## src/rtl/alu_pkg.sv

```systemverilog
// Shared types and constants for the ALU command-issue stage.
//   ALU_W / ALU_SEL_W : operand/result width and opcode width of the ALU
//   alu_cmd_t         : one buffered command {a, b, sel, use_acc}
//   issue_state_e     : issue FSM states
package alu_pkg;

  localparam int ALU_W     = 16;
  localparam int ALU_SEL_W = 3;

  typedef struct packed {
    logic [ALU_W-1:0]     a;
    logic [ALU_W-1:0]     b;
    logic [ALU_SEL_W-1:0] sel;
    logic                 use_acc;
  } alu_cmd_t;

  typedef enum logic [1:0] {
    IDLE   = 2'd0,
    EXEC   = 2'd1,
    RESULT = 2'd2
  } issue_state_e;

endpackage

```

## src/rtl/alu_cmd_issue_if.sv

```systemverilog
// Bus bundle between the command producer / result consumer / ALU and the
// issue stage.
//   cmd_*   : command channel (producer -> issue stage)
//   alu_*   : registered ALU operands out, combinational ALU result in
//   res_*   : result channel (issue stage -> consumer), res_zero = res_data==0
// Handshake rule for both channels: a transfer happens on a rising clk edge
// where valid and ready are both 1. The source keeps valid and its payload
// stable until that edge; ready may change freely and is never a function of
// valid on the same side.
// Modports: master = producer/consumer/ALU side, slave = issue stage.
interface alu_cmd_issue_if
  import alu_pkg::*;
#(
  parameter int W     = ALU_W,
  parameter int SEL_W = ALU_SEL_W
);

  logic             cmd_valid;
  logic             cmd_ready;
  logic [W-1:0]     cmd_a;
  logic [W-1:0]     cmd_b;
  logic [SEL_W-1:0] cmd_sel;
  logic             cmd_use_acc;

  logic [W-1:0]     alu_a;
  logic [W-1:0]     alu_b;
  logic [SEL_W-1:0] alu_sel;
  logic [W-1:0]     alu_out;

  logic             res_valid;
  logic             res_ready;
  logic [W-1:0]     res_data;
  logic [SEL_W-1:0] res_sel;
  logic             res_zero;

  modport master (
    output cmd_valid, cmd_a, cmd_b, cmd_sel, cmd_use_acc, alu_out, res_ready,
    input  cmd_ready, alu_a, alu_b, alu_sel, res_valid, res_data, res_sel, res_zero
  );

  modport slave (
    input  cmd_valid, cmd_a, cmd_b, cmd_sel, cmd_use_acc, alu_out, res_ready,
    output cmd_ready, alu_a, alu_b, alu_sel, res_valid, res_data, res_sel, res_zero
  );

endinterface

```

## src/rtl/alu_cmd_fifo.sv

```systemverilog
// Synchronous command FIFO of alu_cmd_t.
//   clk, rst_n : clock, asynchronous active-low reset (pointers/level only)
//   push       : write push_data at the tail (ignored when full)
//   pop        : advance the head (ignored when empty)
//   pop_data   : current head entry
//   level      : occupancy 0..DEPTH
//   full/empty : level == DEPTH / level == 0
module alu_cmd_fifo
  import alu_pkg::*;
#(
  parameter int DEPTH = 4
) (
  input  logic                     clk,
  input  logic                     rst_n,
  input  logic                     push,
  input  alu_cmd_t                 push_data,
  input  logic                     pop,
  output alu_cmd_t                 pop_data,
  output logic [$clog2(DEPTH):0]   level,
  output logic                     full,
  output logic                     empty
);

  localparam int AW    = $clog2(DEPTH);
  localparam int LVL_W = AW + 1;

  alu_cmd_t        mem [DEPTH];
  logic [AW-1:0]   wr_ptr;
  logic [AW-1:0]   rd_ptr;
  logic            push_ok;
  logic            pop_ok;

  assign full     = (level == LVL_W'(DEPTH));
  assign empty    = (level == '0);
  assign push_ok  = push && !full;
  assign pop_ok   = pop && !empty;
  assign pop_data = mem[rd_ptr];

  // Storage needs no reset: an entry is only read after it was written.
  always_ff @(posedge clk) begin
    if (push_ok) mem[wr_ptr] <= push_data;
  end

  // DEPTH is a power of two, so the pointers wrap by natural overflow.
  always_ff @(posedge clk or negedge rst_n) begin
    if (!rst_n) begin
      wr_ptr <= '0;
      rd_ptr <= '0;
      level  <= '0;
    end else begin
      if (push_ok) wr_ptr <= wr_ptr + 1'b1;
      if (pop_ok)  rd_ptr <= rd_ptr + 1'b1;
      case ({push_ok, pop_ok})
        2'b10:   level <= level + 1'b1;
        2'b01:   level <= level - 1'b1;
        default: level <= level;
      endcase
    end
  end

endmodule

```

## src/rtl/alu_cmd_issue.sv

```systemverilog
// Command-issue stage in front of a 16-bit combinational ALU.
//   clk, rst_n : clock, asynchronous active-low reset
//   bus        : command / ALU / result channels (slave side)
//   level      : command FIFO occupancy
//   dbg_state  : current issue FSM state
// Commands are buffered, popped into the alu_a/alu_b/alu_sel registers,
// given one full cycle in the ALU (EXEC), then the ALU output is held in the
// result register until the consumer takes it (RESULT). The last result is
// also kept in an accumulator that a use_acc command substitutes for operand A.
module alu_cmd_issue
  import alu_pkg::*;
#(
  parameter int DEPTH = 4,
  parameter int W     = ALU_W,
  parameter int SEL_W = ALU_SEL_W
) (
  input  logic                   clk,
  input  logic                   rst_n,
  alu_cmd_issue_if.slave         bus,
  output logic [$clog2(DEPTH):0] level,
  output issue_state_e           dbg_state
);

  issue_state_e     state;
  issue_state_e     state_next;
  logic             pop;
  logic             capture;

  alu_cmd_t         push_cmd;
  alu_cmd_t         head;
  logic             fifo_full;
  logic             fifo_empty;

  logic [W-1:0]     acc;
  logic [W-1:0]     alu_a_q;
  logic [W-1:0]     alu_b_q;
  logic [SEL_W-1:0] alu_sel_q;
  logic [W-1:0]     res_data_q;
  logic [SEL_W-1:0] res_sel_q;

  assign push_cmd.a       = bus.cmd_a;
  assign push_cmd.b       = bus.cmd_b;
  assign push_cmd.sel     = bus.cmd_sel;
  assign push_cmd.use_acc = bus.cmd_use_acc;

  alu_cmd_fifo #(.DEPTH(DEPTH)) u_fifo (
    .clk       (clk),
    .rst_n     (rst_n),
    .push      (bus.cmd_valid),
    .push_data (push_cmd),
    .pop       (pop),
    .pop_data  (head),
    .level     (level),
    .full      (fifo_full),
    .empty     (fifo_empty)
  );

  assign bus.cmd_ready = !fifo_full;
  assign bus.alu_a     = alu_a_q;
  assign bus.alu_b     = alu_b_q;
  assign bus.alu_sel   = alu_sel_q;
  // A result is on offer exactly while the FSM sits in RESULT.
  assign bus.res_valid = (state == RESULT);
  assign bus.res_data  = res_data_q;
  assign bus.res_sel   = res_sel_q;
  assign bus.res_zero  = (res_data_q == '0);
  assign dbg_state     = state;

  always_ff @(posedge clk or negedge rst_n) begin
    if (!rst_n) state <= IDLE;
    else        state <= state_next;
  end

  // Leaving RESULT with work queued goes straight to EXEC, which is what
  // gives one result every two cycles under continuous res_ready.
  always_comb begin
    state_next = state;
    pop        = 1'b0;
    capture    = 1'b0;
    case (state)
      IDLE: begin
        if (!fifo_empty) begin
          pop        = 1'b1;
          state_next = EXEC;
        end
      end
      EXEC: begin
        capture    = 1'b1;
        state_next = RESULT;
      end
      RESULT: begin
        if (bus.res_ready) begin
          if (!fifo_empty) begin
            pop        = 1'b1;
            state_next = EXEC;
          end else begin
            state_next = IDLE;
          end
        end
      end
      default: state_next = IDLE;
    endcase
  end

  // acc is written in EXEC and read at the next pop, which is never earlier
  // than the following edge, so a use_acc command always sees its direct
  // predecessor's result.
  always_ff @(posedge clk or negedge rst_n) begin
    if (!rst_n) begin
      acc        <= '0;
      alu_a_q    <= '0;
      alu_b_q    <= '0;
      alu_sel_q  <= '0;
      res_data_q <= '0;
      res_sel_q  <= '0;
    end else begin
      if (pop) begin
        alu_a_q   <= head.use_acc ? acc : head.a;
        alu_b_q   <= head.b;
        alu_sel_q <= head.sel;
      end
      if (capture) begin
        res_data_q <= bus.alu_out;
        res_sel_q  <= alu_sel_q;
        acc        <= bus.alu_out;
      end
    end
  end

endmodule

```

## src/flat_wrapper.sv

```systemverilog
// flat-port wrapper written by rule: the top's interface ports become plain ports
module alu_cmd_issue_flat import alu_pkg::*;
#(
  parameter int DEPTH = 4,
  parameter int W     = ALU_W,
  parameter int SEL_W = ALU_SEL_W
)
  (clk, rst_n, level, dbg_state, bus_cmd_valid, bus_cmd_a, bus_cmd_b, bus_cmd_sel, bus_cmd_use_acc, bus_alu_out, bus_res_ready, bus_cmd_ready, bus_alu_a, bus_alu_b, bus_alu_sel, bus_res_valid, bus_res_data, bus_res_sel, bus_res_zero);
  alu_cmd_issue_if #(.W(W), .SEL_W(SEL_W)) bus_i ();
  input  logic clk;
  input  logic rst_n;
  output logic [$clog2(DEPTH):0] level;
  output issue_state_e dbg_state;
  input wire logic [$bits(bus_i.cmd_valid)-1:0] bus_cmd_valid;
  input wire logic [$bits(bus_i.cmd_a)-1:0] bus_cmd_a;
  input wire logic [$bits(bus_i.cmd_b)-1:0] bus_cmd_b;
  input wire logic [$bits(bus_i.cmd_sel)-1:0] bus_cmd_sel;
  input wire logic [$bits(bus_i.cmd_use_acc)-1:0] bus_cmd_use_acc;
  input wire logic [$bits(bus_i.alu_out)-1:0] bus_alu_out;
  input wire logic [$bits(bus_i.res_ready)-1:0] bus_res_ready;
  output wire logic [$bits(bus_i.cmd_ready)-1:0] bus_cmd_ready;
  output wire logic [$bits(bus_i.alu_a)-1:0] bus_alu_a;
  output wire logic [$bits(bus_i.alu_b)-1:0] bus_alu_b;
  output wire logic [$bits(bus_i.alu_sel)-1:0] bus_alu_sel;
  output wire logic [$bits(bus_i.res_valid)-1:0] bus_res_valid;
  output wire logic [$bits(bus_i.res_data)-1:0] bus_res_data;
  output wire logic [$bits(bus_i.res_sel)-1:0] bus_res_sel;
  output wire logic [$bits(bus_i.res_zero)-1:0] bus_res_zero;
  assign bus_i.cmd_valid = bus_cmd_valid;
  assign bus_i.cmd_a = bus_cmd_a;
  assign bus_i.cmd_b = bus_cmd_b;
  assign bus_i.cmd_sel = bus_cmd_sel;
  assign bus_i.cmd_use_acc = bus_cmd_use_acc;
  assign bus_i.alu_out = bus_alu_out;
  assign bus_i.res_ready = bus_res_ready;
  assign bus_cmd_ready = bus_i.cmd_ready;
  assign bus_alu_a = bus_i.alu_a;
  assign bus_alu_b = bus_i.alu_b;
  assign bus_alu_sel = bus_i.alu_sel;
  assign bus_res_valid = bus_i.res_valid;
  assign bus_res_data = bus_i.res_data;
  assign bus_res_sel = bus_i.res_sel;
  assign bus_res_zero = bus_i.res_zero;
  alu_cmd_issue #(.DEPTH(DEPTH), .W(W), .SEL_W(SEL_W)) u_core (.clk(clk), .rst_n(rst_n), .bus(bus_i), .level(level), .dbg_state(dbg_state));
endmodule
```

## config.mk

```make
export PLATFORM = sky130hd
export DESIGN_NAME = alu_cmd_issue_flat
export DESIGN_NICKNAME = d
export VERILOG_FILES = /design/src/rtl/alu_pkg.sv /design/src/rtl/alu_cmd_issue_if.sv /design/src/rtl/alu_cmd_fifo.sv /design/src/rtl/alu_cmd_issue.sv /design/src/flat_wrapper.sv
export SDC_FILE = /design/constraint.sdc
export NUM_CORES = 1
export LEC_CHECK = 0
export ABC_CLOCK_PERIOD_IN_PS = 2830
export CAP_MARGIN = 5
export CORE_MARGIN = 2
export CORE_UTILIZATION = 40
export CTS_CLUSTER_DIAMETER = 30
export DETAILED_ROUTE_END_ITERATION = 8
export PLACE_DENSITY = 0.62
export SLEW_MARGIN = 25
export SYNTH_ARGS = -nofsm -noshare
export SYNTH_HDL_FRONTEND = slang
export SYNTH_SLANG_ARGS = --single-unit
```

## constraint.sdc

```tcl
create_clock -name clk -period 2.83 [get_ports clk]
set_input_delay 0.7075 -clock clk [delete_from_list [all_inputs] [get_ports clk]]
set_output_delay 0.7075 -clock clk [all_outputs]
set_load 0.1 [all_outputs]
```

== After elaboration in Yosys (flattened, before gate mapping) ==
Memories as Yosys holds them, arrays and structs flattened.
Cells that the tools add are included.

* Bits in writable memories: 144
* Memories: 1
* Input bits: 56
* Word-level logic and storage cells: 42
* Flip-flop bits (word level): 63

{| class="wikitable"
|+ Memory list
! memory !! words !! bits a word !! rd ports !! clocked after Yosys merged registers in !! write ports !! RTL line !! source
|-
| u_core.u_fifo.mem || 4 || 36 || 1 || 0 || 1 || alu_cmd_fifo.sv:27 || <nowiki>alu_cmd_t mem [DEPTH];</nowiki>
|}

* Muxes and demuxes: 12
* Add/sub/neg operators: 4
* Equality and inequality tests: 7
* Reduce and logical (&&, ||, !) cells: 9

{| class="wikitable"
|+ Operators with widths
! operator !! number
|-
| 16-bit zero test || 1
|-
| 16-bit 2-to-1 mux || 1
|-
| 1-bit 2-to-1 mux || 6
|-
| 2-bit one-hot mux with 3 select lines || 1
|-
| 3-bit one-hot mux with 2 select lines || 1
|-
| 2-bit by 1-bit adder with 2-bit output, second input constant || 2
|-
| 2-bit by 1-bit equality test with 1-bit output, second input constant || 2
|-
| 2-bit equality test, second input constant || 2
|-
| 2-bit 2-to-1 mux || 2
|-
| 2-bit != test, second input constant || 2
|-
| 3-bit by 1-bit adder with 3-bit output, second input constant || 1
|-
| 3-bit equality test, second input constant || 1
|-
| 3-bit zero test || 1
|-
| 3-bit by 1-bit subtractor with 3-bit output, second input constant || 1
|-
| 1-bit logical AND || 2
|-
| 1-bit zero test || 2
|-
| 2-bit zero test || 1
|-
| 1-bit one-hot mux with 2 select lines || 1
|-
| 2-bit AND reduction || 1
|-
| 2-bit nonzero test || 1
|}

== Depth between registers and ports, before layout ==
Gate-level depths: netlist of the first run.

* Word-level depth: 7
* Depth in mapped cells: 9
* Depth with buffers taken out: 9

== By module ==
From an unflattened synthesis of the first run, not the netlist that was laid out.

* Cell total of the unflattened synthesis: 370
* Area, all modules: 7967.6 um^2

{| class="wikitable"
|+ By module, submodules not included
! module !! area an instance (um^2) !! cells each !! instances !! sequential area each (um^2)
|-
| alu_cmd_fifo || 5635.4 || 225 || 1 || 4499.3
|-
| alu_cmd_issue || 2332.2 || 145 || 1 || 1401.3
|}

== Least setup slack after synthesis of the first run ==
Ideal clock, no wire load.

* Kind: register -> register
* Start point: reg u_core.u_fifo.level[0]
* End point: mem u_core.u_fifo.mem[0][0] in the netlist's numbering, enable pin
* Arrival: 2.895 ns
* Setup slack: -0.462 ns
* Setup time: 0.397 ns
* Buffers on the path: 0
* Stages on the path, launching flop included: 3
* Clock period less this slack: 3.292 ns
* Path through: dfrtp_1 > or3b_1 > and3_1

* Cells in the longest elaborated chain, start to end: 5

{| class="wikitable"
|+ RTL lines
! what !! RTL line !! source
|-
| start: declaration || alu_cmd_fifo.sv:19 || <nowiki>output logic [$clog2(DEPTH):0] level,</nowiki>
|-
| start signal: assignment || alu_cmd_fifo.sv:54 || <nowiki>2'b10: level <= level + 1'b1;</nowiki>
|-
| start signal: assignment || alu_cmd_fifo.sv:55 || <nowiki>2'b01: level <= level - 1'b1;</nowiki>
|-
| start signal: assignment || alu_cmd_fifo.sv:56 || <nowiki>default: level <= level;</nowiki>
|-
| 3-bit equality test || alu_cmd_fifo.sv:33 || <nowiki>assign full = (level == LVL_W'(DEPTH));</nowiki>
|-
| 1-bit zero test || - ||
|-
| via bus_cmd_ready || flat_wrapper.sv:21 || <nowiki>output wire logic [$bits(bus_i.cmd_ready)-1:0] bus_cmd_ready;</nowiki>
|-
| 1-bit logical AND || alu_cmd_fifo.sv:35 || <nowiki>assign push_ok = push && !full;</nowiki>
|-
| 1-bit 2-to-1 mux || alu_cmd_fifo.sv:41 || <nowiki>if (push_ok) mem[wr_ptr] <= push_data;</nowiki>
|-
| 1-bit 2-to-1 mux (implied by the code) || alu_cmd_fifo.sv:41 ||
|-
| end: declaration || alu_cmd_fifo.sv:27 ||
|}

The timed path passes the listed nets, and every way through them passes these cells.

== Worst setup path in the final report of the first run ==
* Start point: reg u_core.res_data_q[13] (netlist: u_core.bus.res_data[13])
* End point: out bus_res_zero

* Cells in the longest elaborated chain, start to end: 1

{| class="wikitable"
|+ RTL lines
! what !! RTL line !! source
|-
| start: declaration || alu_cmd_issue.sv:38 || <nowiki>logic [W-1:0] res_data_q;</nowiki>
|-
| start signal: assignment || alu_cmd_issue.sv:123 || <nowiki>res_data_q <= bus.alu_out;</nowiki>
|-
| 16-bit zero test || alu_cmd_issue.sv:66 || <nowiki>assign bus.res_zero = (res_data_q == '0);</nowiki>
|-
| end: declaration || flat_wrapper.sv:28 || <nowiki>output wire logic [$bits(bus_i.res_zero)-1:0] bus_res_zero;</nowiki>
|}

No other way between the ends.

==> metrics.md, run 1 <==
| Metric | Value |
|---|---|
| Run status | `finished clean` |
| Critical path class | `reg -> out` |
| Pin count of the biggest net entering global routing | `between 60 and 70` |
| RSZ-0062 raised after global routing | `false` |
| Die Width | `approximately 150 um` |
| Routed WL | `roughly 16,000 um` |
| Top layer in use | `met4` |
| Relative max-transition margin | `between 40% and 50%` |
| Library cell contributing the largest single delay on the critical path | `sky130_fd_sc_hd__dfrtp_1` |
| Final hold vios | `0` |
| Half-perimeter wire length of the detailed placement result | `between 9000 and 10,000 um` |
| Least-Margin Pin Slew | `around 870 ps` |
| Class of the tightest hold or removal check | `in -> async` |
| Mapped Nets | `around 430` |
| Max Cap Violations | `0` |
| TNS Setup | `0 ps` |
| Final WS setup | `between 300 and 400 ps` |
| Post-synthesis cell area | `approximately 0.0080 mm2` |
| Final estimated routing congestion in global placement | `0.7032` |
| Met2 Routed Length | `between 8000 and 9000 um` |
| Proportion of netlist area held by the largest area contributor | `a little over half` |
| Async S/R FF share, synth | `30.43%` |
| Final std cells w/o fill | `just over 800` |
| Routed length on met3 | `~1000 um` |
| Number of enable-type register cells in the synthesized netlist | `144` |
| Number of different library cells in the post-synthesis netlist | `28` |
| Post-layout net count | `584` |
| Global-route total usage across every layer | `between 10% and 20%` |
| Arrival time of data at the critical path endpoint | `1780 ps` |
| Post-layout min period | `around 2500 ps` |
| Synth Flop Type | `sky130_fd_sc_hd__edfxtp_1` |
| Post-synthesis register bit count | `a little over 200` |
| Series of cell instances along the critical path | `nor4_1 -> and4_1 -> buf_12` |
| Proportion of layout cells with a drive suffix above 1 | `46.57%` |
| Synth area leader | `sky130_fd_sc_hd__edfxtp_1` |
| Via count of the first global-routing pass | `roughly 4.4k` |
| Floorplan die area | `about 0.021 mm2` |
| Crit-path max cell delay | `a little over 400 ps` |
| CTS tree | `built` |
| Remaining global-route overflow | `0` |
| Residual DRC count | `0` |
| Row Count | `between 50 and 60` |
| Detail-routed net length per standard cell | `between 15 and 20 um` |
| Maximum net fanout on the critical path | `4` |
| # H-tree levels | `2` |
| CP endpoint kind | `output port` |
| Number of antenna-violating nets in the routed design | `0` |
| Initial standard-cell utilization of the core | `around two fifths` |
| Area of the core region | `roughly 0.020 mm2` |
| Share of the yosys chip area belonging to registers | `73.77%` |
| Syn avg cell area | `around 22 um2` |
| Setup Viol. Count Final | `0` |
| Avg Vias per Cell | `between 4 and 5` |
| Metal-1 WL | `roughly 6600 um` |
| DRT Pass-1 Iters | `6` |
| Inst Count DP | `745` |
| Area growth from synthesis to final layout | `34.24%` |
| Fmax achieved | `0.4014 GHz` |
| Count of synthesis-stage warnings from yosys | `0` |
| Total via count after detailed routing | `just over 4k` |
| Hold_buf cts | `0` |
| Vertical die dimension | `about 150 um` |
| Most frequent cell after synthesis | `sky130_fd_sc_hd__edfxtp_1` |
| Final Hold Slack | `300.9 ps` |
| Number of buffer cells added on primary ports | `117` |
| Root buffer cell | `sky130_fd_sc_hd__clkbuf_16` |
| Total setup buffers inserted after CTS | `0` |
| Worst-case reg-to-reg path depth | `9` |
| Pins Over Slew Limit | `0` |
| Launching element type of the critical path | `flop` |
| Number of violations reported at the end of detailed-routing iteration 0 | `approximately 140` |
| Number of buffers added by the clock tree synthesis step | `40` |
| Largest cells by area after synthesis | `sky130_fd_sc_hd__edfxtp_1 54%, sky130_fd_sc_hd__dfrtp_1 20%, sky130_fd_sc_hd__mux4_2 10%` |
| Final cycle utilization of the critical path | `about nine tenths` |
| Number of antenna violations at the first check in global routing | `1` |
| Fill cell instance count of the final layout | `~1.6k` |
| Total clock sinks | `between 200 and 250` |
| Data required time of the critical path | `about 2100 ps` |
| Most frequent cells after synthesis | `144 x sky130_fd_sc_hd__edfxtp_1, 63 x sky130_fd_sc_hd__dfrtp_1, 51 x sky130_fd_sc_hd__mux2_2` |
| Number of top-level pins | `118` |
| Worst-Skew Late Latency | `about 520 ps` |
| First-pass GRT wire length | `approximately 25,000 um` |
| Clock input transition at the sequential cells of the worst setup and hold paths | `roughly 50 ps` |
| Layout Skew | `around 19 ps` |
| Buffer depth of the longest clock path | `3` |
| Reg2Reg Setup Slack | `around 570 ps` |
| Worst setup timing slack at the placement stage | `293.6 ps` |
| Post-cts repair resize count | `0` |
| Syn Inst Count | `between 300 and 400` |
==> area by class of cell <==
class	instances	area, um2	share of cell area, %
antenna	1	2.502	0.02330
clock buffer	50	1069	9.951
clock inverter	24	275.3	2.564
inverter	7	26.28	0.2447
multi-input combinational	140	1979	18.43
sequential	207	5911	55.05
tap	265	331.6	3.088
timing repair buffer	126	1144	10.65
==> worst max-delay path, delay by kind of cell (launching register included) <==
| kind | cells | cell delay (ps) |
|---|---|---|
| buf+inv | 1 | 180 |
| flops | 1 | 410 |
| simple gates | 2 | 680 |
==> registers in the layout, indices dropped and copies added (netlist names) <==
name and count:
u_core.u_fifo.mem 144, u_core.bus.alu_a 16, u_core.bus.alu_b 16, u_core.bus.res_data 16, u_core.bus.alu_sel 3, u_core.bus.res_sel 3
u_core.u_fifo.level 3, u_core.dbg_state 2, u_core.u_fifo.rd_ptr 2, u_core.u_fifo.wr_ptr 2
==> kinds of logic after synthesis <==
| logic type | after synthesis | synth area share (%) |
|---|---|---|
| AO/OA/AOI/OAI | 1 | 0.09389 |
| XOR/XNOR | 6 | 0.6570 |
| adder cells (fa/ha/maj) | 6 | 1.032 |
| buffers and inverters | 22 | 1.721 |
| flip-flops | 207 | 73.77 |
| multiplexers | 108 | 21.20 |
| AND/OR/NAND/NOR | 19 | 1.533 |
==> through the flow <==
step / instance area [um2] / utilization (%)
2_1_floorplan: 8014 / -
3_3_place_gp: 9392 / 48.10
3_5_place_dp: 9392 / 48.10
4_1_cts: 10740 / 54.98
5_1_grt: 10740 / 54.98
6_report: 10740 / 54.99
==> worst paths after layout <==
| path | start | end |
|---|---|---|
| min in group clk | u_core.u_fifo.level[2]$_DFFE_PN0P_ | u_core.u_fifo.level[2]$_DFFE_PN0P_ |
| setup reg to reg | u_core.u_fifo.level[0]$_DFFE_PN0P_ | u_core.u_fifo.level[2]$_DFFE_PN0P_ |
| hold / removal | rst_n | u_core.bus.res_data[13]$_DFFE_PN0N_ |
| hold reg to reg | u_core.u_fifo.level[2]$_DFFE_PN0P_ | u_core.u_fifo.level[2]$_DFFE_PN0P_ |
| setup / recovery | u_core.bus.res_data[13]$_DFFE_PN0N_ | bus_res_zero |
| max in group asynchronous | rst_n | u_core.u_fifo.rd_ptr[0]$_DFFE_PN0P_ |
==> placed cells by master (no fill, tap or decap), types with 5 or more instances in the layout <==
cell	Yosys	final
sky130_fd_sc_hd__dfrtp_1	63	57
sky130_fd_sc_hd__inv_1	7	7
sky130_fd_sc_hd__clkbuf_16	0	40
sky130_fd_sc_hd__buf_4	3	67
sky130_fd_sc_hd__clkbuf_1	3	7
sky130_fd_sc_hd__clkinv_2	0	6
sky130_fd_sc_hd__edfxtp_1	144	144
sky130_fd_sc_hd__clkinvlp_4	0	5
sky130_fd_sc_hd__mux4_2	36	36
sky130_fd_sc_hd__buf_12	1	5
sky130_fd_sc_hd__mux2_2	51	51
sky130_fd_sc_hd__dfrtp_2	0	5
sky130_fd_sc_hd__ha_1	5	5
sky130_fd_sc_hd__clkdlybuf4s50_1	0	54
sky130_fd_sc_hd__mux2_4	20	20
==> per-layer routing <==
metal | track usage [%] | vias to the layer above
met5 | 0 | -
met4 | 4.314 | 0
met3 | 4.984 | 22
met2 | 26.35 | 128
met1 | 18.46 | 2079
li1 | - | 1794
Power of run 1 is left out: the tool's default activity adds up to more than one toggle a clock period on the data nets, which glitch-free logic cannot reach.
==> inputs of run 2 (changes only) <==
--- a/config.mk
+++ b/config.mk
@@ -5,13 +5,13 @@
 export SDC_FILE = /design/constraint.sdc
 export NUM_CORES = 1
 export LEC_CHECK = 0
-export ABC_CLOCK_PERIOD_IN_PS = 2830
+export ABC_CLOCK_PERIOD_IN_PS = 2500
 export CAP_MARGIN = 5
 export CORE_MARGIN = 2
-export CORE_UTILIZATION = 40
+export CORE_UTILIZATION = 35
 export CTS_CLUSTER_DIAMETER = 30
 export DETAILED_ROUTE_END_ITERATION = 8
-export PLACE_DENSITY = 0.62
+export PLACE_DENSITY = 0.56
 export SLEW_MARGIN = 25
 export SYNTH_ARGS = -nofsm -noshare
 export SYNTH_HDL_FRONTEND = slang
==> constraint.sdc (replaced) <==
create_clock -name clk -period 2.5 [get_ports clk]
set_input_delay 0.625 -clock clk [delete_from_list [all_inputs] [get_ports clk]]
set_output_delay 0.625 -clock clk [all_outputs]
set_load 0.1 [all_outputs]
==> run 2 against run 1 <==
  * Count of clock-buffer cells in the layout is 3 lower
  * First-iteration DRC count is 23% higher
  * Clock skew is 3.6 ps lower
  * Global-route usage is 0.92 points lower
  * Register-to-register slack worse by 300 ps
==> metrics.md, run 2 (synthesized netlist as in run 1, its figures left out) <==
| Metric | Value |
|---|---|
| CP endpoint kind | `output port` |
| Routed WL | `16,660 um` |
| Remaining global-route overflow | `0` |
| Maximum net fanout on the critical path | `4` |
| First-pass GRT wire length | `26,140 um` |
| Reg-to-reg endpoint | `u_core.u_fifo.level[2]$_DFFE_PN0P_` |
| Area of the core region | `between 0.02 and 0.025 mm2` |
| Class of the tightest hold or removal check | `in -> async` |
| Relative max-transition margin | `60.73%` |
| TNS Setup | `0 ps` |
| Hold_buf cts | `0` |
| Worst setup timing slack at the placement stage | `between 70 and 80 ps` |
| Area growth from synthesis to final layout | `37.60%` |
| Initial standard-cell utilization of the core | `35.55%` |
| Final estimated routing congestion in global placement | `around 0.73` |
| Reg2Reg Setup Slack | `270 ps` |
| DRT Pass-1 Iters | `4` |
| Data required time of the critical path | `between 1500 and 2000 ps` |
| Area occupied by multi-input gates | `roughly 0.0020 mm2` |
| Post-layout net count | `between 500 and 600` |
| Total via count after detailed routing | `slightly above 4k` |
| Global-route total usage across every layer | `about 14%` |
| Number of buffer cells added on primary ports | `approximately 120` |
| Most frequent standard cell in the layout excluding fill and tap cells | `sky130_fd_sc_hd__edfxtp_1` |
| Max Cap Violations | `0` |
| Max reg flops | `about 140` |
| Layout Skew | `around 15 ps` |
| Number of buffers added by the clock tree synthesis step | `43` |
| Launching element type of the critical path | `flop` |
| Worst-Skew Late Latency | `approximately 520 ps` |
| Fill cell instance count of the final layout | `~1.9k` |
| Number of antenna-violating nets in the routed design | `0` |
| Worst-case reg-to-reg path depth | `9` |
| Via count of the first global-routing pass | `around 4.7k` |
| Final cycle utilization of the critical path | `a little under 100%` |
| Avg Vias per Cell | `~4.8` |
| Buffer depth of the longest clock path | `3` |
| Critical path class | `reg -> out` |
| Least-Margin Pin Slew | `584.5 ps` |
| Fmax achieved | `just over 0.4 GHz` |
| Startpoint of the lowest-slack register-to-register path | `u_core.u_fifo.level[1]$_DFFE_PN0P_` |
| Number of violations reported at the end of detailed-routing iteration 0 | `171` |
| Floorplan die area | `0.02408 mm2` |
| Proportion of layout cells with a drive suffix above 1 | `approximately 50%` |
| Commonest non-fill, non-tap cells in the layout | `144 x sky130_fd_sc_hd__edfxtp_1, 69 x sky130_fd_sc_hd__buf_4, 56 x sky130_fd_sc_hd__dfrtp_1` |
| Total clock sinks | `207` |
| Post-layout min period | `2425 ps` |
| Setup Viol. Count Final | `0` |
| Sequential standard cell area | `slightly below 0.006 mm2` |
| Detail-routed net length per standard cell | `~20 um` |
| Vertical die dimension | `about 160 um` |
| Residual DRC count | `0` |
| # H-tree levels | `2` |
| Number of top-level pins | `between 100 and 150` |
| Number of antenna violations at the first check in global routing | `1` |
| Half-perimeter wire length of the detailed placement result | `slightly below 10,000 um` |
| Most flop-heavy register | `u_core.u_fifo.mem` |
| Pin count of the biggest net entering global routing | `37` |
| Root buffer cell | `sky130_fd_sc_hd__clkbuf_16` |
| CTS tree | `built` |
| Clock input transition at the sequential cells of the worst setup and hold paths | `around 40 ps` |
| RSZ-0062 raised after global routing | `false` |
| Final WS setup | `~75 ps` |
| Final hold vios | `0` |
| Arrival time of data at the critical path endpoint | `roughly 1800 ps` |
| Die Width | `approximately 160 um` |
| Run status | `finished clean` |
| Row Count | `55` |
| Pins Over Slew Limit | `0` |
-- run 2: cell count changes in the layout (fill, tap and decap cells not counted), moves of 3 or more --
| cell | change |
|---|---|
| sky130_fd_sc_hd__bufinv_16 | +4 |
| sky130_fd_sc_hd__clkbuf_1 | -5 |
| sky130_fd_sc_hd__clkbuf_16 | +3 |
| sky130_fd_sc_hd__clkinv_1 | +3 |
| sky130_fd_sc_hd__dfrtp_2 | -3 |
| sky130_fd_sc_hd__dfrtp_4 | +4 |
-- run 2: worst max-delay path by stage --
| stage | from | to | slack, ps |
|---|---|---|---|
| after global placement | bus_res_ready | u_core.u_fifo.level[2]$_DFFE_PN0P_ | 110 |
| final | u_core.bus.res_data[6]$_DFFE_PN0N_ | bus_res_zero | 80 |
| after CTS | u_core.bus.res_data[6]$_DFFE_PN0N_ | bus_res_zero | 30 |
| after floorplan | u_core.u_fifo.level[1]$_DFFE_PN0P_ | u_core.u_fifo.level[2]$_DFFE_PN0P_ | 2 |
| after detailed placement | bus_cmd_valid | u_core.u_fifo.level[2]$_DFFE_PN0P_ | 80 |
| after global routing | u_core.bus.res_data[6]$_DFFE_PN0N_ | bus_res_zero | 7 |
-- run 2: through the flow --
step | cells | util [%] | cell area, um2 | hold WS [ps]
2_1_floorplan | 369 | - | 8040 | 329.4
3_3_place_gp | 768 | 42.09 | 9472 | 490.2
3_5_place_dp | 768 | 42.09 | 9472 | 503.6
4_1_cts | 847 | 48.90 | 11000 | 61.36
5_1_grt | 847 | 48.90 | 11000 | 89.68
6_report | 848 | 48.91 | 11010 | 59.85
-- run 2: final cells by class --
cell class              count  share of cell area (%)
well taps                 285                   3.240
diodes                      1                 0.02274
clock inverters            32                   3.774
repair buffers            129                   10.71
flip-flops and latches    207                   53.80
clock buffers              47                   10.09
inverters                   7                  0.2387
multi-input cells         140                   18.12
-- run 2: metal layers --
metal	vias up	routed length, um	global-route usage [%]
li1	1823	-	-
met3	32	970	3.955
met1	2061	6844	16.75
met4	0	352	5.330
met2	121	8490	25.31
met5	-	0	0
-- run 2: critical path: stages, from the launching register on --
cell and delay [ps]:
sky130_fd_sc_hd__dfrtp_1 410, sky130_fd_sc_hd__nor4_1 390, sky130_fd_sc_hd__and4_2 320, sky130_fd_sc_hd__buf_12 180
-- run 2: what timing repair did --
item	in CTS	in global routing
gates resized for setup	1	0
setup endpoints to repair	1	0
setup buffers	0	0
Power of run 2 is left out for the same reason.
==> inputs of run 3 (changes only) <==
--- a/config.mk
+++ b/config.mk
@@ -9,10 +9,12 @@
 export CAP_MARGIN = 5
 export CORE_MARGIN = 2
 export CORE_UTILIZATION = 35
+export CTS_BUF_LIST = sky130_fd_sc_hd__clkbuf_8
 export CTS_CLUSTER_DIAMETER = 30
 export DETAILED_ROUTE_END_ITERATION = 8
 export PLACE_DENSITY = 0.56
 export SLEW_MARGIN = 25
 export SYNTH_ARGS = -nofsm -noshare
 export SYNTH_HDL_FRONTEND = slang
+export SYNTH_HIERARCHICAL = 1
 export SYNTH_SLANG_ARGS = --single-unit
==> run 3 against run 2 <==
  * Clock skew grew 5.8 ps
  * Cell count up 1.2%
  * Via count is 0.45% higher
  * Critical path depth is 1 higher
  * Global-route usage is 0.31 points lower
  * Area after synthesis down 0.39%
  * Sequential share of layout area grew 2.9 points
  * Routed wire length decreased by 1.3%
  * Synthesized cell count up 0.27%
  * Critical path type unchanged
  * Highest routed layer is now met5
==> metrics.md, run 3 <==
| Metric | Value |
|---|---|
| Run status | `finished clean` |
| Final cycle utilization of the critical path | `a little over nine tenths` |
| CP endpoint kind | `output port` |
| First-pass GRT wire length | `25,580 um` |
| Vertical die dimension | `~150 um` |
| Syn avg cell area | `21.53 um2` |
| Startpoint of the lowest-slack register-to-register path | `u_core/u_fifo/rd_ptr[0]$_DFFE_PN0P_` |
| Number of buffer cells added on primary ports | `about 120` |
| Max Cap Violations | `0` |
| Proportion of layout cells with a drive suffix above 1 | `between 40% and 50%` |
| Crit path buf inv count | `2` |
| Layout Skew | `approximately 21 ps` |
| Pin count of the biggest net entering global routing | `64` |
| Most frequent cell after synthesis | `sky130_fd_sc_hd__edfxtp_1` |
| Commonest non-fill, non-tap cells in the layout | `144 x sky130_fd_sc_hd__edfxtp_1, 76 x sky130_fd_sc_hd__buf_4, 70 x sky130_fd_sc_hd__mux2_2` |
| Syn Inst Count | `370` |
| Root buffer cell | `sky130_fd_sc_hd__clkbuf_8` |
| Half-perimeter wire length of the detailed placement result | `about 9900 um` |
| Critical Path End | `bus_res_zero` |
| Worst-case reg-to-reg path depth | `3` |
| Worst setup timing slack at the placement stage | `-142.5 ps` |
| Clock input transition at the sequential cells of the worst setup and hold paths | `roughly 60 ps` |
| Via count of the first global-routing pass | `4,503` |
| Worst Setup SP | `u_core/bus.res_data[3]$_DFFE_PN0N_` |
| Detail-routed net length per standard cell | `19.16 um` |
| Initial standard-cell utilization of the core | `between 30% and 40%` |
| Pins Over Slew Limit | `0` |
| Number of antenna-violating nets in the routed design | `0` |
| Global-route total usage across every layer | `~14%` |
| Inst Count DP | `774` |
| Worst-Skew Late Latency | `~540 ps` |
| Number of violations reported at the end of detailed-routing iteration 0 | `~180` |
| Count of synthesis-stage warnings from yosys | `6` |
| Number of top-level pins | `about 120` |
| Fmax achieved | `0.4112 GHz` |
| Data required time of the critical path | `approximately 1900 ps` |
| Reg-to-reg endpoint | `u_core/bus.alu_a[3]$_DFFE_PN0P_` |
| Least-Margin Pin Slew | `899.0 ps` |
| Die Width | `roughly 150 um` |
| Routed WL | `16,440 um` |
| Post-synthesis cell area | `around 0.008 mm2` |
| Number of enable-type register cells in the synthesized netlist | `~140` |
| Number of inserted diodes | `0` |
| Reg2Reg Setup Slack | `roughly 400 ps` |
| Final estimated routing congestion in global placement | `between 0.6 and 0.7` |
| Library cell contributing the largest single delay on the critical path | `sky130_fd_sc_hd__dfrtp_2` |
| Remaining global-route overflow | `0` |
| Number of different library cells in the post-synthesis netlist | `28` |
| Area growth from synthesis to final layout | `31.19%` |
| Total clock sinks | `between 200 and 250` |
| Proportion of netlist area held by the largest area contributor | `54.27%` |
| Final std cells w/o fill | `roughly 860` |
| Number of buffers added by the clock tree synthesis step | `44` |
| Post-synthesis register bit count | `about 210` |
| Class of the tightest hold or removal check | `in -> async` |
| Delay-heaviest family, CP | `simple AND/OR/NAND/NOR gates` |
| Total via count after detailed routing | `between 4k and 5k` |
| Arrival time of data at the critical path endpoint | `1810 ps` |
| # H-tree levels | `2` |
| Post-layout min period | `2432 ps` |
| Post-layout net count | `~600` |
| Most flop-heavy register | `u_core/u_fifo/mem` |
| Buffer depth of the longest clock path | `3` |
| Number of antenna violations at the first check in global routing | `1` |
| CTS tree | `built` |
| DRT Pass-1 Iters | `4` |
| RSZ-0062 raised after global routing | `false` |
| Max reg flops | `~140` |
| Stages on the worst setup path | `4` |
| Critical path class | `reg -> out` |
| Most frequent standard cell in the layout excluding fill and tap cells | `sky130_fd_sc_hd__edfxtp_1` |
| Relative max-transition margin | `roughly two fifths` |
| Avg Vias per Cell | `between 4 and 5` |
| Setup Viol. Count Final | `0` |
| Floorplan die area | `0.02399 mm2` |
| Final WS setup | `68.38 ps` |
| Final hold vios | `0` |
| Maximum net fanout on the critical path | `2` |
| Launching element type of the critical path | `flop` |
| Mapped Nets | `roughly 430` |
| Largest cells by area after synthesis | `sky130_fd_sc_hd__edfxtp_1 54%, sky130_fd_sc_hd__dfrtp_1 20%, sky130_fd_sc_hd__mux4_2 10%` |
| Crit-path max cell delay | `420 ps` |
| Row Count | `55` |
| Most frequent cells after synthesis | `144 x sky130_fd_sc_hd__edfxtp_1, 70 x sky130_fd_sc_hd__mux2_2, 63 x sky130_fd_sc_hd__dfrtp_1` |
| Fill cell instance count of the final layout | `a little under 2k` |
| Synth area leader | `sky130_fd_sc_hd__edfxtp_1` |
| Area of the core region | `~0.023 mm2` |
| Residual DRC count | `0` |
| Share of the yosys chip area belonging to registers | `74.06%` |
| Async S/R FF share, synth | `a little under a third` |
| Synth Flop Type | `sky130_fd_sc_hd__edfxtp_1` |
| Series of cell instances along the critical path | `nor4_4 -> buf_4 -> and4_2 -> buf_12` |
## run 3: cell types whose count changed in the layout (fill, tap and decap cells not counted), moves of 4 or more
cell,change
sky130_fd_sc_hd__and2_2,+4
sky130_fd_sc_hd__and3_2,-4
sky130_fd_sc_hd__buf_4,+7
sky130_fd_sc_hd__clkbuf_16,-43
sky130_fd_sc_hd__clkbuf_8,+47
sky130_fd_sc_hd__clkinv_4,-4
sky130_fd_sc_hd__inv_1,+13
sky130_fd_sc_hd__mux2_2,+19
sky130_fd_sc_hd__mux2_4,-20
## run 3: cell families after synthesis
group	Yosys count	synth area share, %
AND/OR/NAND/NOR	16	1.319
buffers and inverters	23	2.042
flip-flops	207	74.06
multiplexers	108	20.34
XOR/XNOR	6	0.6597
AO/OA/AOI/OAI	4	0.5497
adder cells (fa/ha/maj)	6	1.036
## run 3: worst reg2reg max path: stages, from the launching register on
cell and delay (ps):
sky130_fd_sc_hd__dfrtp_4 540, sky130_fd_sc_hd__mux4_2 790, sky130_fd_sc_hd__mux2_2 380, sky130_fd_sc_hd__mux2_2 260
## run 3: worst min-delay path by stage
stage | cells after the start | end | slack [ps]
global route | 1 | u_core/bus.res_data[0]$_DFFE_PN0N_ | 260
floorplan | 0 | u_core/bus.alu_a[0]$_DFFE_PN0P_ | 330
finish | 1 | u_core/bus.alu_a[1]$_DFFE_PN0P_ | 220
detailed placement | 1 | u_core/bus.alu_a[6]$_DFFE_PN0P_ | 500
CTS | 1 | u_core/bus.res_data[0]$_DFFE_PN0N_ | 220
global placement | 1 | u_core/bus.res_sel[1]$_DFFE_PN0N_ | 500
## run 3: routing by layer
metal  wire length [um]  up-vias  global-route usage (%)
li1                   -     1816                       -
met1               6862     2084                   17.29
met2               8218      119                   23.60
met3               1013       34                   4.095
met4                331        2                   5.159
met5                 13        -                       0
## run 3: layout make-up
| cell class | count | area (um2) | area share [%] |
|---|---|---|---|
| Sequential cell | 207 | 5922 | 56.66 |
| Multi-Input combinational cell | 140 | 1959 | 18.75 |
| Timing Repair Buffer | 136 | 1231 | 11.78 |
| Clock buffer | 49 | 674.4 | 6.452 |
| Tap cell | 285 | 356.6 | 3.412 |
| Clock inverter | 33 | 279.0 | 2.669 |
| Inverter | 8 | 30.03 | 0.2873 |
## run 3: per-stage QoR
step | utilization [%] | hold WS [ps] | cell area (um2) | TNS [ps]
finish | 46.45 | 222.4 | 10450 | 0
global placement | 42.01 | 496.5 | 9454 | -101.5
detailed placement | 42.01 | 499.5 | 9454 | -142.5
global route | 46.45 | 261.4 | 10450 | 0
CTS | 46.42 | 224.2 | 10450 | 0
floorplan | - | 329.4 | 8001 | -71.87
## run 3: repair_timing
item	CTS	global route
setup buffers	2	0
setup endpoints to repair	1	1
hold buffers	0	0
resized for setup	5	1
Power of run 3 is left out for the same reason.
==> patch 1: new RTL, settings of run 3 <==
Register the output `level`, cleared by the reset; this adds one clock of latency there. The other outputs are not delayed to match.
--- a/src/rtl/alu_cmd_issue.sv
+++ b/src/rtl/alu_cmd_issue.sv
@@ -20,6 +20,8 @@
   output logic [$clog2(DEPTH):0] level,
   output issue_state_e           dbg_state
 );
+
+  logic [$clog2(DEPTH):0] level_d;
 
   issue_state_e     state;
   issue_state_e     state_next;
@@ -50,7 +52,7 @@
     .push_data (push_cmd),
     .pop       (pop),
     .pop_data  (head),
-    .level     (level),
+    .level     (level_d),
     .full      (fifo_full),
     .empty     (fifo_empty)
   );
@@ -127,5 +129,13 @@
     end
   end
 
+  always_ff @(posedge clk or negedge rst_n) begin
+    if (!rst_n) begin
+      level <= '0;
+    end else begin
+      level <= level_d;
+    end
+  end
+
 endmodule
 
Function: changed (a bounded check fails within 4 cycles, from zero or initial values and one cycle with rst_n low).
==> patch 1 against run 3 <==
  * Utilization increased by 0.73 points
  * Synthesized area increased by 1.0%
  * Wire length shrank 0.21%
  * Final area grew 1.9%
  * Sequential share of layout area decreased by 0.43 points
  * Synthesized cell count increased by 1.1%
  * Setup slack got worse by 0.0071 ns
  * Sequential cell count rose by 3
  * Clock skew is 0.0080 ns higher
  * Global-route usage decreased by 0.36 points
  * Via count rose by 0.54%
  * Critical path type unchanged
  * Highest routed layer is now met4
Power is left out: the tool's default activity adds up to more than one toggle a clock period on the data nets, which glitch-free logic cannot reach.
==> patch 1: results (changes against run 3) <==
Largest register FFs -> 144 (unchanged)
Largest net degree at the start of global routing -> 67 (+4.7%)
GRT Total Usage -> 13.7% (-0.36 points)
First-pass GRT wire length -> 24900 um (-2.5%)
Commonest cells in the netlist -> 144 x edfxtp_1, 70 x mux2_2, 66 x dfrtp_1
Post-synthesis sequential area ratio -> 74.3% (+0.20 points)
Avg WL per Cell -> 18.9 um (-1.2%)
Worst R2R Path Depth -> 9 (+6)
PortBufs -> 117 (unchanged)
Endpoints failing hold -> 0 (unchanged)
Nets -> 606 (+1.2%)
CTS Buf Count -> 46 (+4.5%)
Critical path startpoint -> u_core/bus.res_data[0]
WHS -> 0.220 ns (-0.00269 ns)
Ant diodes -> 0 (unchanged)
Ys Warns -> 6 (unchanged)
Unique masters post-synth -> 28 (unchanged)
Post-synth EDFFs -> 144 (unchanged)
Placer congestion estimate -> 0.690 (-0.89%)
CTS max path bufs -> 3 (unchanged)
Finish-stage setup viols -> 0 (unchanged)
Worst Tran Pin Value -> 0.900 ns (+0.000924 ns)
Number of global-route vias before repair -> 4416 (-1.9%)
CTS-repair resized insts -> 1 (-4)
CTS root buffer -> clkbuf_8
TritonRoute pass-1 iters -> 4 (unchanged)
Syn_nets -> 436 (+0.93%)
Final worst-path setup slack -> 0.0613 ns (-0.00708 ns)
CP Data Arrival Time -> 1.81 ns (about the same)
Vias -> 4077 (+0.54%)
Max_cap viols -> 0 (unchanged)
Status -> finished clean
Post-synth ARST share -> 31.4% (+0.99 points)
Initial antenna violation count -> 0 (-1)
Worst R2R End -> u_core/u_fifo/level[2]
Biggest register -> u_core/u_fifo/mem
Pre-CTS setup slack -> -0.0306 ns (+0.112 ns)
Worst reg-to-reg setup slack -> 0.50 ns (+0.10 ns)
Worst Hold Class -> in -> async
Clock-pin slew on the worst setup and hold paths -> 0.06 ns (about the same)
Worst-Skew Late Latency -> 0.55 ns
Startpoint Class -> register
Crit-path max FO -> 4 (+2)
Share of layout cells above drive strength 1 -> 48.3% (+0.11 points)
Startpoint of the worst register-to-register path -> u_core/u_fifo/level[0]
Htree depth -> 2 (unchanged)
Clock Skews -> 0.0292 ns (+0.00801 ns)
Iteration-0 DRC count of the detailed router -> 156 (-15%)
Detailed placement HPWL -> 10000 um (+1.2%)
Synth area leaders -> edfxtp_1 54%, dfrtp_1 21%, mux4_2 10%, mux2_2 9.8%, ha_1 0.78%
Filler cells -> 1959 (-0.10%)
Post-CTS Setup Bufs -> 1 (-1)
Setup crit end -> bus_res_zero
-- patch 1: cell count changes in the layout (fill, tap and decap cells not counted), sizes merged --
cell    delta
buf        +1
nor3       +2
a211oi     -2
dfrtp      +3
clkinv     -5
clkbuf     +2
inv        +3
bufinv     +4
nor2       +1
-- patch 1: kinds of logic after synthesis --
group                    count (synthesis)  synth area share [%]
multiplexers                           108                  20.1
adder cells (fa/ha/maj)                  6                  1.03
flip-flops                             210                  74.3
AO/OA/AOI/OAI                            2                 0.202
AND/OR/NAND/NOR                         19                  1.71
XOR/XNOR                                 6                 0.653
buffers and inverters                   23                  2.02
-- patch 1: layer usage --
metal / up-vias / global-route usage, % / routed length, um
met2: 131 / 22.3 / 7940
li1: 1838 / - / -
met3: 39 / 3.89 / 1080
met5: - / 0 / 0
met1: 2069 / 17.0 / 6900
met4: 0 / 6.12 / 475
-- patch 1: area by class of cell --
cell class | count | area, um2 | area share, %
clock buffer | 51 | 702 | 6.59
clock inverter | 35 | 403 | 3.78
inverter | 8 | 30.0 | 0.282
multi-input combinational | 141 | 1930 | 18.1
sequential | 210 | 5990 | 56.2
tap | 285 | 357 | 3.35
timing repair buffer | 137 | 1240 | 11.6
-- patch 1: stage by stage --
step / area, um2 / setup TNS (ns) / cells
6_report: 10600 / 0 / 867
5_1_grt: 10600 / 0 / 867
4_1_cts: 10600 / 0 / 867
3_5_place_dp: 9530 / -0.0306 / 780
3_3_place_gp: 9530 / -0.0194 / 780
2_1_floorplan: 8060 / -0.00237 / 374
-- patch 1: worst max-delay path: stages (launching register included) --
cell	delay (ns)
dfrtp_1	0.43
nor4_2	0.26
buf_4	0.16
and4_2	0.25
buf_12	0.18
==> patch 2: new RTL, settings of run 3 <==
Without the edit above. Set the package constant `ALU_SEL_W` to 5 (it was 3).
--- a/src/rtl/alu_pkg.sv
+++ b/src/rtl/alu_pkg.sv
@@ -5,7 +5,7 @@
 package alu_pkg;
 
   localparam int ALU_W     = 16;
-  localparam int ALU_SEL_W = 3;
+  localparam int ALU_SEL_W = 5;
 
   typedef struct packed {
     logic [ALU_W-1:0]     a;
Interface: changed (resized bus_alu_sel, bus_cmd_sel and bus_res_sel); port bits go from 118 to 124. No check against the original RTL was run, so the function may have changed too.
==> patch 2 against run 3 <==
  * Synthesized area increased by 6.2%
  * Sequential cell count increased by 12
  * Final area increased by 6.1%
  * Highest routed layer is now met4
  * First-iteration DRC count decreased by 9.2%
  * Count of clock-buffer cells in the layout increased by 2
  * Non-clock buffer count increased by 10
  * Setup slack got worse by 0.042 ns
  * Wire length increased by 9.1%
Power is not shown: default switching activity piles up to over one toggle a cycle in this logic, so the estimate is an artifact.
==> patch 2: results (changes against run 3) <==
GR Util met2 -> 25.1% (+1.5 points)
XOR/XNOR Fraction of Synth Area -> 0.621% (-0.039 points)
Pre-CTS setup slack -> -0.273 ns (-0.131 ns)
Worst R2R Path Depth -> 9 (+6)
Mux contribution to synthesized area -> 20.4% (+0.051 points)
Placer congestion estimate -> 0.695 (-0.14%)
Startpoint of the worst register-to-register path -> u_core/u_fifo/level[0]
CTS Buf Count -> 50 (+14%)
Synth Area in Adders -> 0.976% (-0.061 points)
Share of layout cells above drive strength 1 -> 45.8% (-2.3 points)
Vias -> 4364 (+7.6%)
Post-synthesis sequential area ratio -> 73.7% (-0.31 points)
Worst path max stage delay -> 0.39 ns (-0.03 ns)
Largest register FFs -> 152 (+5.6%)
Iteration-0 DRC count of the detailed router -> 167 (-9.2%)
Detailed placement HPWL -> 10800 um (+9.6%)
Number of global-route vias before repair -> 4918 (+9.2%)
Nets -> 635 (+6.0%)
Largest net degree at the start of global routing -> 45 (-30%)
Avg WL per Cell -> 19.3 um (+0.47%)
Status -> finished clean
Met1 GRT Util -> 16.9% (-0.40 points)
Worst Hold Class -> reg -> reg
DR top layer -> met4
Post-Layout Cell Count -> 932 (+8.6%)
Syn_nets -> 454 (+5.1%)
Slowest cell on the critical path -> dfrtp_1
Post-synth ARST share -> 30.6% (+0.16 points)
Clock Skews -> 0.0123 ns (-0.00895 ns)
Met3 usage -> 3.91% (-0.19 points)
Worst R2R End -> u_core/u_fifo/level[2]
Normalized max-slew margin -> 58.2% (+18 points)
Post-synthesis compound-gate area fraction -> 0.429% (-0.12 points)
DP Area -> 10000 um2 (+6.0%)
Filler cells -> 2061 (+5.1%)
Initial antenna violation count -> 0 (-1)
==> patch 2: cell types whose count changed after synthesis, sizes merged <==
cell,before,now
buf,15,17
edfxtp,144,152
dfrtp,63,67
mux2,71,75
mux4,36,38
==> patch 2: cell families (layout without fill, tap and decap cells) <==
logic type	after synthesis	count (layout)
AO/OA/AOI/OAI	4	4
multiplexers	114	114
flip-flops	219	219
buffers and inverters	25	248
AND/OR/NAND/NOR	16	16
XOR/XNOR	6	6
adder cells (fa/ha/maj)	6	6
==> patch 2: cell type report <==
| class | instances | area [um2] | share of cell area (%) |
|---|---|---|---|
| Clock buffer | 51 | 702 | 6.33 |
| Timing Repair Buffer | 146 | 1340 | 12.1 |
| Clock inverter | 43 | 322 | 2.90 |
| Tap cell | 319 | 399 | 3.60 |
| Inverter | 8 | 30.0 | 0.271 |
| Sequential cell | 219 | 6260 | 56.4 |
| Multi-Input combinational cell | 146 | 2040 | 18.4 |
==> patch 2: timing repair <==
item | in CTS | in global routing
pin swaps | 1 | 1
gates resized for setup | 3 | 0
buffers inserted | 3 | 0
hold buffers | 1 | 0
endpoints found under the hold margin | 20 | 0
endpoints found under the setup margin | 1 | 1
==> patch 2: how the worst min path moves through the flow <==
stage,slack [ns],endpoint
detailed placement,0.48,u_core/bus.alu_b[5]
global route,0.51,u_core/bus.alu_b[5]
finish,0.49,u_core/bus.alu_b[5]
CTS,0.49,u_core/bus.alu_b[5]
floorplan,0.33,u_core/bus.alu_a[0]
global placement,0.48,u_core/bus.alu_b[5]
==> patch 2: worst reg2reg max path, cell delays in order, from the launching register on <==
cell and delay [ns]:
dfrtp_4 0.46, nor3_2 0.10, a211oi_4 0.22, o31a_1 0.20, ha_1 0.17, inv_1 0.06, fa_1 0.38, xor2_1 0.15
nor2_1 0.11, xor2_1 0.16
